$ cat config.mk
export PLATFORM = sky130hd
export DESIGN_NAME = alu_issue_stage
export DESIGN_NICKNAME = d
export VERILOG_FILES = /design/src/rtl/alu_issue_stage.sv
export SDC_FILE = /design/constraint.sdc
export NUM_CORES = 1
export LEC_CHECK = 0
export ABC_AREA = 1
export CAP_MARGIN = 15
export CORE_MARGIN = 2
export CORE_UTILIZATION = 46
export CTS_CLUSTER_SIZE = 12
export DETAILED_ROUTE_END_ITERATION = 12
export PLACE_DENSITY = 0.8
export SYNTH_ARGS = -nofsm -noshare
export SYNTH_HDL_FRONTEND = slang
export SYNTH_SLANG_ARGS = --single-unit
$ cat constraint.sdc
create_clock -name clk_i -period 4.13 [get_ports clk_i]
set_input_delay 1.0325 -clock clk_i [delete_from_list [all_inputs] [get_ports clk_i]]
set_output_delay 1.0325 -clock clk_i [all_outputs]
set_load 0.02 [all_outputs]
$ cat src/rtl/alu_issue_stage.sv
// In-order issue stage around a combinational ALU: operand FIFO with retire-snoop,
// head-of-queue forwarding from the result register, and a valid/ready result port.
module alu_issue_stage #(
  parameter int DEPTH = 2,
  parameter int XLEN  = 32
) (
  input  logic            clk_i,
  input  logic            rst_ni,
  input  logic            in_valid_i,
  output logic            in_ready_o,
  input  logic [4:0]      in_op_i,
  input  logic [4:0]      in_rd_i,
  input  logic [4:0]      in_rs1_i,
  input  logic [4:0]      in_rs2_i,
  input  logic [XLEN-1:0] in_rs1_val_i,
  input  logic [XLEN-1:0] in_rs2_val_i,
  input  logic            in_use_imm_i,
  input  logic [XLEN-1:0] in_imm_i,
  output logic [XLEN-1:0] a_o,
  output logic [XLEN-1:0] b_o,
  output logic [4:0]      op_o,
  input  logic [XLEN-1:0] alu_res_i,
  output logic            out_valid_o,
  input  logic            out_ready_i,
  output logic [4:0]      out_rd_o,
  output logic [XLEN-1:0] out_data_o
);
  localparam int PW = $clog2(DEPTH);
  localparam int CW = $clog2(DEPTH + 1);
  localparam logic [CW-1:0] FULL = CW'(DEPTH);

  typedef struct packed {
    logic [4:0]      op;
    logic [4:0]      rd;
    logic [4:0]      rs1;
    logic [4:0]      rs2;
    logic [XLEN-1:0] rs1_val;
    logic [XLEN-1:0] b_val;
    logic            use_imm;
  } entry_t;

  entry_t          r_mem [DEPTH];
  logic [PW-1:0]   r_rd_ptr, r_wr_ptr;
  logic [CW-1:0]   r_count;
  logic            r_out_valid;
  logic [4:0]      r_out_rd;
  logic [XLEN-1:0] r_out_data;

  entry_t w_head, w_in;
  logic   w_empty, w_push, w_fire, w_retire, w_snoop, w_fwd_ok;

  assign w_empty    = (r_count == '0);
  assign in_ready_o = (r_count != FULL);
  assign w_push     = in_valid_i && in_ready_o;
  assign w_retire   = r_out_valid && out_ready_i;
  assign w_snoop    = w_retire && (r_out_rd != 5'd0);
  assign w_fire     = !w_empty && (!r_out_valid || out_ready_i);
  assign w_fwd_ok   = r_out_valid && (r_out_rd != 5'd0);
  assign w_head     = r_mem[r_rd_ptr];

  assign out_valid_o = r_out_valid;
  assign out_rd_o    = r_out_rd;
  assign out_data_o  = r_out_data;

  // Incoming entry also sees a same-cycle retirement, else it would keep a stale value.
  always_comb begin
    w_in.op      = in_op_i;
    w_in.rd      = in_rd_i;
    w_in.rs1     = in_rs1_i;
    w_in.rs2     = in_rs2_i;
    w_in.use_imm = in_use_imm_i;
    w_in.rs1_val = (w_snoop && in_rs1_i == r_out_rd) ? r_out_data : in_rs1_val_i;
    if (in_use_imm_i)
      w_in.b_val = in_imm_i;
    else
      w_in.b_val = (w_snoop && in_rs2_i == r_out_rd) ? r_out_data : in_rs2_val_i;
  end

  always_comb begin
    a_o  = '0;
    b_o  = '0;
    op_o = '0;
    if (!w_empty) begin
      op_o = w_head.op;
      a_o  = (w_fwd_ok && r_out_rd == w_head.rs1) ? r_out_data : w_head.rs1_val;
      if (w_head.use_imm)
        b_o = w_head.b_val;
      else
        b_o = (w_fwd_ok && r_out_rd == w_head.rs2) ? r_out_data : w_head.b_val;
    end
  end

  // Snooping every slot is safe: stale slots are overwritten before they become valid.
  always_ff @(posedge clk_i) begin
    if (rst_ni) begin
      if (w_snoop) begin
        for (int i = 0; i < DEPTH; i++) begin
          if (r_mem[i].rs1 == r_out_rd)
            r_mem[i].rs1_val <= r_out_data;
          if (!r_mem[i].use_imm && r_mem[i].rs2 == r_out_rd)
            r_mem[i].b_val <= r_out_data;
        end
      end
      if (w_push)
        r_mem[r_wr_ptr] <= w_in;
    end
  end

  always_ff @(posedge clk_i) begin
    if (!rst_ni) begin
      r_rd_ptr    <= '0;
      r_wr_ptr    <= '0;
      r_count     <= '0;
      r_out_valid <= 1'b0;
      r_out_rd    <= '0;
      r_out_data  <= '0;
    end else begin
      if (w_push)
        r_wr_ptr <= r_wr_ptr + PW'(1);
      if (w_fire)
        r_rd_ptr <= r_rd_ptr + PW'(1);
      case ({w_push, w_fire})
        2'b10:   r_count <= r_count + CW'(1);
        2'b01:   r_count <= r_count - CW'(1);
        default: r_count <= r_count;
      endcase
      if (w_fire) begin
        r_out_valid <= 1'b1;
        r_out_rd    <= w_head.rd;
        r_out_data  <= alu_res_i;
      end else if (w_retire) begin
        r_out_valid <= 1'b0;
      end
    end
  end

endmodule
# Yosys cells after proc, flatten, opt, wreduce, memory -nomap -nowiden
# Memories as Yosys holds them, arrays and structs flattened. A register that Yosys moved wholly into a read port is not among the register bits.
# Cells that the tools add are included.
word_totals:
  elab_cells: 75
  mem_count: 1
  out_inout_bits: 108
  input_bits: 153
  regBits: 42
  mem_bits_rw: 170
classes:
  n_mux: 33
  add_sub_neg: 4
  n_eq_ne: 11
  n_reduce_logical: 20
mem_list:
  columns: ["name", "words", "width", "rd", "rd_ports_with_merged_regs", "write_ports", "line_no", "text"]
  rows:
  - ["r_mem", 2, 85, 3, 1, 3, "42", "entry_t r_mem [DEPTH];"]
op_table:
  columns: ["operator", "n"]
  rows:
  - ["two-way mux 32 bit", 8]
  - ["== test 5 bit", 8]
  - ["two-way mux 1 bit", 23]
  - ["logical AND 1 bit", 11]
  - ["two-way mux 5 bit", 1]
  - ["nonzero test 5 bit", 1]
  - ["logical NOT 1 bit", 4]
  - ["one-hot mux 2 bit (2 select lines)", 1]
  - ["nonzero test 2 bit", 2]
  - ["adder 1 bit, second input constant", 2]
  - ["adder 2 x 1 -> 2 bit, second input constant", 1]
  - ["== test 2 x 1 -> 1 bit, second input constant", 1]
  - ["== test 2 bit, second input constant", 1]
  - ["logical NOT 2 bit", 1]
  - ["!= test 2 bit, second input constant", 1]
  - ["subtractor 2 x 1 -> 2 bit, second input constant", 1]
  - ["logical OR 1 bit", 1]

# Logic depth before layout (Yosys ltp)
# An unclocked memory read counts as a cell.
depth:
  word_depth: 7
  mapped_depth: 13
  ltp_nobuf: 11

# Least setup slack after synthesis
# Ideal clock, no wire load.
synth_timing:
  path_kind: "input -> register"
  from: "in out_ready_i"
  to: "mem r_mem[0][10] (netlist name) (enable)"
  arrival_ps: 3684
  path_buffers: 0
  slack_ps: -20
  path_stages: 6
  t_required_ps: 3664
  setup_ps: 466
  cell_sequence: "nand2_1 -> inv_1 -> nand2_1 -> nor2_1 -> inv_1 -> o21ai_0"
synth_rtl:
  columns: ["item", "line_no", "text"]
  rows:
  - ["from (decl)", "24", "input logic out_ready_i,"]
  - ["to (decl)", "42", null]

==> run_results.csv <==
group,metric,value,unit
placed_design,place_hpwl,24700,um
die,coreArea,0.0251,mm^2
die,rows,58,
yosys,yosys_warnings,0,
setup_path,worst_r2r_endpoint,"r_mem[1][42]",
global_routing,grt_max_degree,66,
routing,route.met3.wl,4250,um
placed_design,dpl-instance-area,0.0146,mm^2
global_routing,grt_usage,0.277,
finish,fillers,2133,
setup_path,end_kind,"output port",
timing,setup_viol_count_final,0,
routing,route.met2.wl,18400,um
routing,avgRoutedWirePerCell,19.1,um
clock_network,ctsHoldBuffers,0,
yosys,synth_fp_nets,1578,
timing,tightestPinTransition,0.817,ns
hold_path,hp-start,"r_rd_ptr",
yosys,synthCells,1424,
placed_design,gp_congestion,0.901,
global_routing,grt_overflow,0,
routing,vias_per_cell,5.60,
setup_path,r2r-start,"out_rd_o[1]",
finish,final_net_count,1808,
finish,area_growth,31.9,%
setup_path,path_max_fanout,37,
timing,rsz0062_at_grt,"false",
clock_network,cts.sinks,213,
yosys,syn-cell-area,0.0117,mm^2
pwr,ir_drop,0.423,mV
yosys,synth-simple-area-share,0.288,
clock_network,cts_buffers,24,
yosys,ys_types,35,
timing,relSlewSlack,0.455,
clock_network,clk_latency,0.52,ns
setup_path,critPathBufInv,2,
timing,finalSetupTns,0,ns
routing,drt_iter0_drc,1048,
clock_network,cts_root_buffer,"clkbuf_16",
setup_path,arrival,2.88,ns
die,dieArea,0.0267,mm^2
yosys,yosysTopAreaCellShare,0.436,
finish,drive_gt1_frac,0.0826,
yosys,synth_compound_area_frac,0.0771,
die,fp.dieH,164,um
setup_path,reg2reg_slack,1.69,ns
yosys,synth-main-ff-cell,"edfxtp_1",
setup_path,r2r_cells,8,
timing,slew_violations,0,
yosys,yosysMostFrequentCell,"nand2_1",
routing,vias,11200,
yosys,synthTopCellsByCount,"nand2_1, nor2_1, edfxtp_1, o21ai_0, nand3_1",
setup_path,slowest_delay,0.62,ns
die,start_util,0.466,
die,die_w,164,um
yosys,muxShareOfSynthArea,0.0547,
hold_path,hold_depth,1,
setup_path,critPathLaunchType,"flip-flop",
setup_path,cp_top_family,"simple AND/OR/NAND/NOR gates",
placed_design,numPortBuffers,260,
timing,fin_skew,0.00884,ns
job,max_cap_violations,0,
yosys,ys_ff_latch,213,
yosys,synth_area_leader_cell,"edfxtp_1",
yosys,synth_xor_xnor_area_share,0.0105,
hold_path,hp-class,"reg -> reg",
yosys,ys_seq_area_frac,0.510,
routing,wl_met1,14400,um
timing,hold_viol,0,
routing,drt_wl_total,38200,um
setup_path,criticalPathCategory,"reg -> out",
finish,final_area,0.0154,mm^2
setup_path,critPathSlowestCell,"clkdlybuf4s50_1",
die,io_pins,261,
pwr,p_leak,6.58,nW
clock_network,cts.clk_slew.worst_paths,0.06,ns
run_status,status,"finished, final reports clean",
routing,dr.pass1.iters,5,
routing,final_antenna_net_count,0,
setup_path,worstPathRequired,3.10,ns
global_routing,grt_pass1_vias,10800,
timing,max_freq,0.256,GHz
yosys,synth_fa_ha_area_frac,0.00107,
clock_network,htreeDepth,1,
yosys,synth_top_family_by_area,"simple AND/OR/NAND/NOR gates",
clock_network,cts_tree,"built",
yosys,synthArstFlopShare,0,
yosys,synth_edf_count,170,
timing,finalCritPeriodShare,0.947,
pwr,power_density,680,mW/mm^2
global_routing,grt_pass1_wl,57800,um
yosys,syn_avg_cell_area,8.22,um^2
clock_network,cts_buffer_depth,3,
setup_path,path_common_cell,"nand2_1",
routing,dr.max_layer_used,"met5",
routing,drc,0,
timing,min_period,3.91,ns
setup_path,cp_cell_sequence,"or2_2, nand3_1, nand2_1, nor3_2, nand2_2, buf_4, nand2_1, nand2_1, nor2_1, clkdlybuf4s50_1",
yosys,synthTopCellsByArea,"edfxtp_1, nand2_1, dfxtp_1, nor2_1, o21ai_0",
global_routing,antenna_found_initial,2,
-- per-layer routing --
layer / global-route usage / vias to the layer above
li1: - / 5246
met1: 0.343 / 5194
met2: 0.481 / 678
met3: 0.0653 / 89
met4: 0.0861 / 2
met5: 0 / -
-- registers in the layout, indices dropped and copies added, names as in the netlist, named ones only --
signal       count
out_data_o      32
out_valid_o      1
r_count          2
r_wr_ptr         1
r_rd_ptr         1
out_rd_o         5
r_mem          170
-- what timing repair did --
item,CTS,global route
setup buffers,0,1
hold endpoints to repair,0,0
setup endpoints to repair,0,42
gates resized for setup,0,6
-- layout by cell type, fill, tap and decap left out, drive strengths merged --
master and instances:
o211ai 3, or2 36, clkinv 7, clkinvlp 1
nor4 2, a221oi 2, bufinv 3, nor3 4
a31oi 5, o21ai 151, nand3 104, o22ai 1
clkbuf 32, clkdlybuf4s50 259, nor2 212, mux2i 64
diode 1, xnor2 3, nand4 36, edfxtp 170
a21oi 12, nand2 405, ha 1, xor2 11
dfxtp 43, inv 66, buf 36, a31o 1
-- power by group --
group	internal, W	total, W	switching, W
clock network	0.00132	0.00217	0.000847
logic	0.00195	0.00490	0.00295
registers	0.00291	0.00344	0.000534
-- cell type report --
class	count	area, um^2	area share
diodes	1	2.50	0.000162
clock buffers	32	672	0.0435
clock inverters	10	123	0.00794
inverters	67	255	0.0165
multi-input cells	1053	5080	0.329
flip-flops and latches	213	5980	0.387
well taps	330	413	0.0267
repair buffers	295	2920	0.189
-- how the worst max path moves through the flow --
stage | startpoint | endpoint | slack [ns] | cells past startpoint
2_1_floorplan | out_ready_i | r_mem[0][10] | 0.84 | 6
3_3_place_gp | out_rd_o[0] | b_o[30] | 0.73 | 12
3_5_place_dp | out_rd_o[4] | b_o[29] | 0.67 | 9
4_1_cts | out_rd_o[4] | b_o[17] | 0.13 | 12
5_1_grt | out_rd_o[4] | b_o[17] | 0.003 | 12
6_report | r_mem[0][65] | b_o[17] | 0.22 | 10
-- worst reg2reg max path: stages (launching register included) --
cell and delay [ns]:
dfxtp_2 0.48, inv_1 0.10, buf_4 0.17, nand2_1 0.06, nand4_1 0.09, nor4_1 0.27
nand2_1 0.13, nand2_2 0.52, buf_4 0.33
-- kinds of logic (layout without fill, tap and decap cells) --
| kind of cell | Yosys count | after routing |
|---|---|---|
| other | 0 | 1 |
| adders and majority gates | 1 | 1 |
| xor gates and xnor gates | 14 | 14 |
| AOI/OAI and AO/OA | 175 | 175 |
| muxes | 64 | 64 |
| DFF | 213 | 213 |
| buffers and inverters | 158 | 404 |
| and+or+nand+nor | 799 | 799 |
-- stage by stage --
step	instances	hold WS [ns]	total power, W	setup WS [ns]	util
CTS	1999	0.452	0.0105	0.128	0.614
finish	2001	0.454	0.0105	0.219	0.615
detailed placement	1957	0.441	0.00829	0.670	0.583
floorplan	1424	0.425	0.00617	0.845	-
global route	2000	0.467	0.0111	0.00283	0.615
global placement	1957	0.434	0.00819	0.730	0.583
(Power assumes the default switching activity.)
